### config.mk
export PLATFORM = sky130hd
export DESIGN_NAME = count_run_controller
export DESIGN_NICKNAME = d
export VERILOG_FILES = /design/src/rtl/count_run_controller_pkg.sv /design/src/rtl/count_run_controller_prescale_tick.sv /design/src/rtl/count_run_controller.sv
export SDC_FILE = /design/constraint.sdc
export NUM_CORES = 1
export LEC_CHECK = 0
export ABC_AREA = 1
export BUFFER_PORTS_ARGS = -buffer_cell sky130_fd_sc_hd__buf_2
export CAP_MARGIN = 20
export CORE_MARGIN = 3
export CORE_UTILIZATION = 52
export DETAILED_ROUTE_END_ITERATION = 10
export PLACE_DENSITY = 0.77
export SYNTH_ARGS = -nofsm -noshare
export SYNTH_HDL_FRONTEND = slang
export SYNTH_SLANG_ARGS = --single-unit
### constraint.sdc
create_clock -name clk -period 1.92 [get_ports clk]
set_input_delay 0.384 -clock clk [delete_from_list [all_inputs] [get_ports clk]]
set_output_delay 0.384 -clock clk [all_outputs]
set_load 0.005 [all_outputs]
### src/rtl/count_run_controller_pkg.sv
// Shared definitions for the count run controller: FSM state encodings,
// the width helper used to size counters, and the wrap-request clamp rule.
package count_run_controller_pkg;

    typedef enum logic [1:0] {
        ST_IDLE  = 2'b00,
        ST_RUN   = 2'b01,
        ST_PAUSE = 2'b10,
        ST_DONE  = 2'b11
    } run_state_e;

    // Number of bits needed to hold `value` distinct codes (at least 1).
    function automatic int ceil_log2(input int value);
        int result;
        result = 1;
        for (int i = 1; i < 31; i++) begin
            if ((1 << i) < value) begin
                result = i + 1;
            end
        end
        return result;
    endfunction

    // Wrap requests above the supported maximum run the maximum instead.
    function automatic int clamp_wraps(input int req, input int max_wraps);
        return (req > max_wraps) ? max_wraps : req;
    endfunction

endpackage

### src/rtl/count_run_controller_prescale_tick.sv
// Modulo-PRESCALE tick counter. Advances only while `run` is high, can be
// cleared synchronously, and flags its terminal count combinationally.
module prescale_tick #(
    parameter int PRESCALE = 4,
    parameter int PBITS    = 2
) (
    input  logic clk,
    input  logic reset,
    input  logic run,
    input  logic clear,
    output logic tc
);

    logic [PBITS-1:0] cnt_q;
    logic [PBITS-1:0] cnt_d;

    // Next count: clear wins, otherwise step and wrap only while running.
    always_comb begin
        cnt_d = cnt_q;
        if (clear) begin
            cnt_d = '0;
        end else if (run) begin
            if (cnt_q == PBITS'(PRESCALE - 1)) begin
                cnt_d = '0;
            end else begin
                cnt_d = cnt_q + PBITS'(1);
            end
        end
    end

    // Count register; reset is active low.
    always_ff @(posedge clk or negedge reset) begin
        if (!reset) begin
            cnt_q <= '0;
        end else begin
            cnt_q <= cnt_d;
        end
    end

    // Terminal count marks the last clock of each prescale period.
    always_comb begin
        tc = (cnt_q == PBITS'(PRESCALE - 1));
    end

endmodule

### src/rtl/count_run_controller.sv
// Run controller for a downstream wrap counter. Drives the counter's enable
// through a prescaler, counts wraps seen on its flag, and sequences one-shot
// or continuous runs with start/stop/pause control.
module count_run_controller
    import count_run_controller_pkg::*;
#(
    parameter int PRESCALE  = 4,
    parameter int MAX_WRAPS = 8,
    parameter int WBITS     = ceil_log2(MAX_WRAPS + 1),
    parameter int PBITS     = ceil_log2(PRESCALE)
) (
    input  logic             clk,
    input  logic             reset,
    input  logic             start,
    input  logic             stop,
    input  logic             pause,
    input  logic [WBITS-1:0] wraps_req,
    input  logic             counter_flag,
    output logic             counter_enable,
    output logic             busy,
    output logic             done,
    output logic [WBITS-1:0] wrap_count
);

    run_state_e       state_q;
    run_state_e       state_d;
    logic [WBITS-1:0] target_q;
    logic [WBITS-1:0] target_d;
    logic [WBITS-1:0] wrap_count_q;
    logic [WBITS-1:0] wrap_count_d;
    logic             pre_tc;
    logic             pre_run;
    logic             pre_clear;
    logic             wrap_event;
    logic             final_wrap;
    logic             accept_start;

    // Prescaler runs in RUN regardless of pause/stop so a pause entered
    // mid-period resumes at the next phase; it restarts at 0 on every start.
    always_comb begin
        accept_start = (state_q == ST_IDLE) && start;
        pre_run      = (state_q == ST_RUN);
        pre_clear    = accept_start;
    end

    prescale_tick #(
        .PRESCALE (PRESCALE),
        .PBITS    (PBITS)
    ) u_prescale_tick (
        .clk   (clk),
        .reset (reset),
        .run   (pre_run),
        .clear (pre_clear),
        .tc    (pre_tc)
    );

    // Enable comes only from registered state and the prescaler, gated by
    // the control levels, so the counter's flag never feeds back into it.
    always_comb begin
        counter_enable = (state_q == ST_RUN) && pre_tc && !pause && !stop;
        wrap_event     = counter_enable && counter_flag;
        final_wrap     = wrap_event && (target_q != '0)
                         && (wrap_count_q == target_q - WBITS'(1));
    end

    // State register; reset is active low.
    always_ff @(posedge clk or negedge reset) begin
        if (!reset) begin
            state_q <= ST_IDLE;
        end else begin
            state_q <= state_d;
        end
    end

    // Next state: stop beats pause, pause beats the completing wrap.
    always_comb begin
        state_d = state_q;
        case (state_q)
            ST_IDLE: begin
                if (start) begin
                    state_d = ST_RUN;
                end
            end
            ST_RUN: begin
                if (stop) begin
                    state_d = ST_IDLE;
                end else if (pause) begin
                    state_d = ST_PAUSE;
                end else if (final_wrap) begin
                    state_d = ST_DONE;
                end
            end
            ST_PAUSE: begin
                if (stop) begin
                    state_d = ST_IDLE;
                end else if (!pause) begin
                    state_d = ST_RUN;
                end
            end
            ST_DONE: begin
                state_d = ST_IDLE;
            end
            default: begin
                state_d = ST_IDLE;
            end
        endcase
    end

    // Target is latched (clamped) and the wrap count cleared on an accepted
    // start; afterwards every wrap event bumps the count, modulo its width.
    always_comb begin
        target_d     = target_q;
        wrap_count_d = wrap_count_q;
        if (accept_start) begin
            target_d     = WBITS'(clamp_wraps(int'(wraps_req), MAX_WRAPS));
            wrap_count_d = '0;
        end else if (wrap_event) begin
            wrap_count_d = wrap_count_q + WBITS'(1);
        end
    end

    // Run bookkeeping registers; reset is active low.
    always_ff @(posedge clk or negedge reset) begin
        if (!reset) begin
            target_q     <= '0;
            wrap_count_q <= '0;
        end else begin
            target_q     <= target_d;
            wrap_count_q <= wrap_count_d;
        end
    end

    // Status outputs decode directly from the registered state.
    always_comb begin
        busy       = (state_q == ST_RUN) || (state_q == ST_PAUSE);
        done       = (state_q == ST_DONE);
        wrap_count = wrap_count_q;
    end

endmodule

==> out/results.txt <==
status -> complete, no violations
initial DRC count -> 13
syn nets -> 130
met1 Resource Use GR -> 0.2537
Peak VDD IR -> 0.0008812 V
RR Endpoint -> state_q[1]
gr usage total -> 0.1869
prevailing post-synth register cell -> dfrtp_1
worst slack at placement -> 0.2908 ns
Reg area -> 300.3 µm²
static leakage power -> 0.5409 nW
global routing usage on met3 -> 0.04743
Tcrit/Tclk final -> 0.9490
clock buffer depth -> 2
Avg Inst Size Synth -> 7.206 µm²
RSZ-0062 raised after global routing -> no
ant diodes -> 0
crit path launch type -> register
hold depth -> 3
clock skew -> 0.001504 ns
Post-synth EDFFs -> 0
Slew Limit Headroom -> 0.7775
Skew-Pair Late Insertion Delay -> 0.27 ns
final RePlAce weighted congestion -> 0.8395
FILL cells -> 116
vias in the first global route -> 646
Cells after Synth -> 112
R2R Setup Slk -> 0.37 ns
Unique masters post-synth -> 15
drt wl/cell -> 11.21 µm
Yosys top cell area share -> 0.3721
post-route setup TNS -> 0 ns
synthesis-to-finish area growth -> 17.83%
HP Start -> wraps_req[0]
post-route ant nets -> 0
Chip Height -> 45.40 µm
Multi-input gate area -> 444.2 µm²
Core ar. -> 1383 µm²
Post-DP HPWL -> 1.289 mm
Die ar. -> 2061 µm²
Nets -> 152
Setup Viol. Count Final -> 0
Commonest cells post-synth -> 29 x nand2_1, 20 x inv_1, 12 x dfrtp_1, 12 x nand3_1, 10 x nor2_1
Critical Path Fanout Max -> 5
M2 GR Usage -> 0.2841
Worst R2R Path Depth -> 12
H-Tree Level Count -> 1
Worst Hold End -> target_q[0]
initial antenna violation count -> 0
vias post-DR -> 736
die width -> 45.40 µm
synth top area cells -> dfrtp_1 37%, nand2_1 13%, ha_1 12%
row count -> 13
top-count cell post-synth -> nand2_1
DRC viols -> 0
busiest layer in global routing -> met2
crit end category -> output port
final number of hold-violating endpoints -> 0
synthesis warning total -> 0
area leader, netlist -> dfrtp_1
CP arrival -> 1.44 ns
Worst EP required -> 1.54 ns
Pre-antenna DRT Iters -> 4
synthesized area -> 807.0 µm²
Root Buffer -> clkbuf_4
layout cells sized above 1 -> 0.2045
largest net degree at the start of global routing -> 13
Fmax achieved -> 548.8 MHz
first-pass GRT wire length -> 2.704 mm
Starting Density -> 0.5837
cts bufs inserted -> 3
Max-Cap Viols -> 0
CTS clk-pin slew, worst paths -> 0.07 ns
critical path class -> register to output port
# IOs -> 17
Hold Path Class -> input port to register
TritonCTS clock tree -> yes
fraction of registers with async set/reset -> 1.000
r2r startpoint -> target_q[0]
FF+latch count, synth -> 12
Port Buffers -> 16
Routed WL -> 1.648 mm
min Tclk post-route -> 1.822 ns
sequential share of the synthesized area -> 0.3721
global route overflow -> 0
Avg Vias per Cell -> 5.007
Num Clock Sinks -> 12
Pwr Density -> 1453 nW/µm²
worst setup margin -> 0.09795 ns
Slew Limit Fails -> 0
Worst-Margin Slew -> 0.3329 ns
==> worst max-delay path by stage <==
stage               startpoint              to  slack, ns  cells after the start
finish              state_q[1]  counter_enable        0.1                      7
global route        state_q[1]  counter_enable       0.02                      7
CTS                 state_q[1]  counter_enable       0.01                      7
detailed placement  state_q[1]  counter_enable       0.29                      7
global placement    state_q[1]  counter_enable       0.34                      7
floorplan           state_q[1]      state_q[0]       0.45                     11
==> stage by stage <==
step / cells / total power, mW / hold WS (ns) / utilization / cell area, µm²
after detailed placement: 143 / 1.202 / 0.2776 / 0.6552 / 905.9
after floorplan: 112 / 1.014 / 0.08841 / - / 807.0
after global routing: 147 / 1.558 / 0.3282 / 0.6878 / 950.9
final: 147 / 1.382 / 0.3188 / 0.6878 / 950.9
after CTS: 147 / 1.370 / 0.3152 / 0.6805 / 940.9
after global placement: 143 / 1.176 / 0.2765 / 0.6552 / 905.9
==> sequential cells by signal (all words and copies together) (netlist names) <==
signal	flops
target_q	4
wrap_count	4
state_q	2
u_prescale_tick.cnt_q	2
==> critical path, cell delays in order, from the launching register on <==
cell and delay (ns):
dfrtp_1 0.42, inv_2 0.10, ha_4 0.16, nand2_2 0.08
nor2_4 0.12, inv_1 0.07, nor2_2 0.10, buf_2 0.12
==> placed cells by master, fill, tap and decap left out <==
| cell type | n |
|---|---|
| buf_2 | 16 |
| a21oi_1 | 5 |
| clkbuf_4 | 3 |
| nand3_2 | 1 |
| nor2_2 | 1 |
| dfrtp_1 | 12 |
| ha_4 | 1 |
| nand2_2 | 3 |
| ha_1 | 7 |
| nor2_4 | 1 |
| nor2_1 | 10 |
| o21ai_1 | 1 |
| nand3_1 | 12 |
| inv_1 | 19 |
| inv_2 | 1 |
| o21ai_0 | 7 |
| a31oi_1 | 1 |
| a211oi_1 | 1 |
| nand2_1 | 29 |
| dlygate4sd3_1 | 1 |
==> logic make-up (layout without fill, tap and decap cells) <==
family	count (synthesis)	after routing	synth area share
simple gates	57	57	0.3132
fa+ha+maj	8	8	0.1240
flops	12	12	0.3721
buf+inv	20	40	0.09302
compound gates	15	15	0.09767
==> routing by layer <==
metal	up-vias	wire [µm]
li1	393	-
met1	325	783
met2	16	771
met3	2	80
met4	0	12
met5	-	0
==> area by class of cell <==
type	instances	share of cell area
flip-flops and latches	12	0.3158
multi-input cells	80	0.4671
clock buffers	3	0.02368
repair buffers	17	0.09474
inverters	20	0.07895
well taps	15	0.01974
==> timing repair <==
item / in CTS / in global routing
buffers inserted: 0 / 0
endpoints found under the setup margin: 1 / 1
hold buffers: 1 / 0
endpoints found under the hold margin: 12 / 0
gates resized for setup: 1 / 2
pin swaps: 0 / 0
==> where the power goes <==
group          switching, mW  total, mW  internal [mW]
Combinational          0.452      0.768          0.317
Clock                 0.0808      0.153         0.0726
Sequential             0.101      0.460          0.359
No activity file was read; power rests on OpenSTA's default activity.
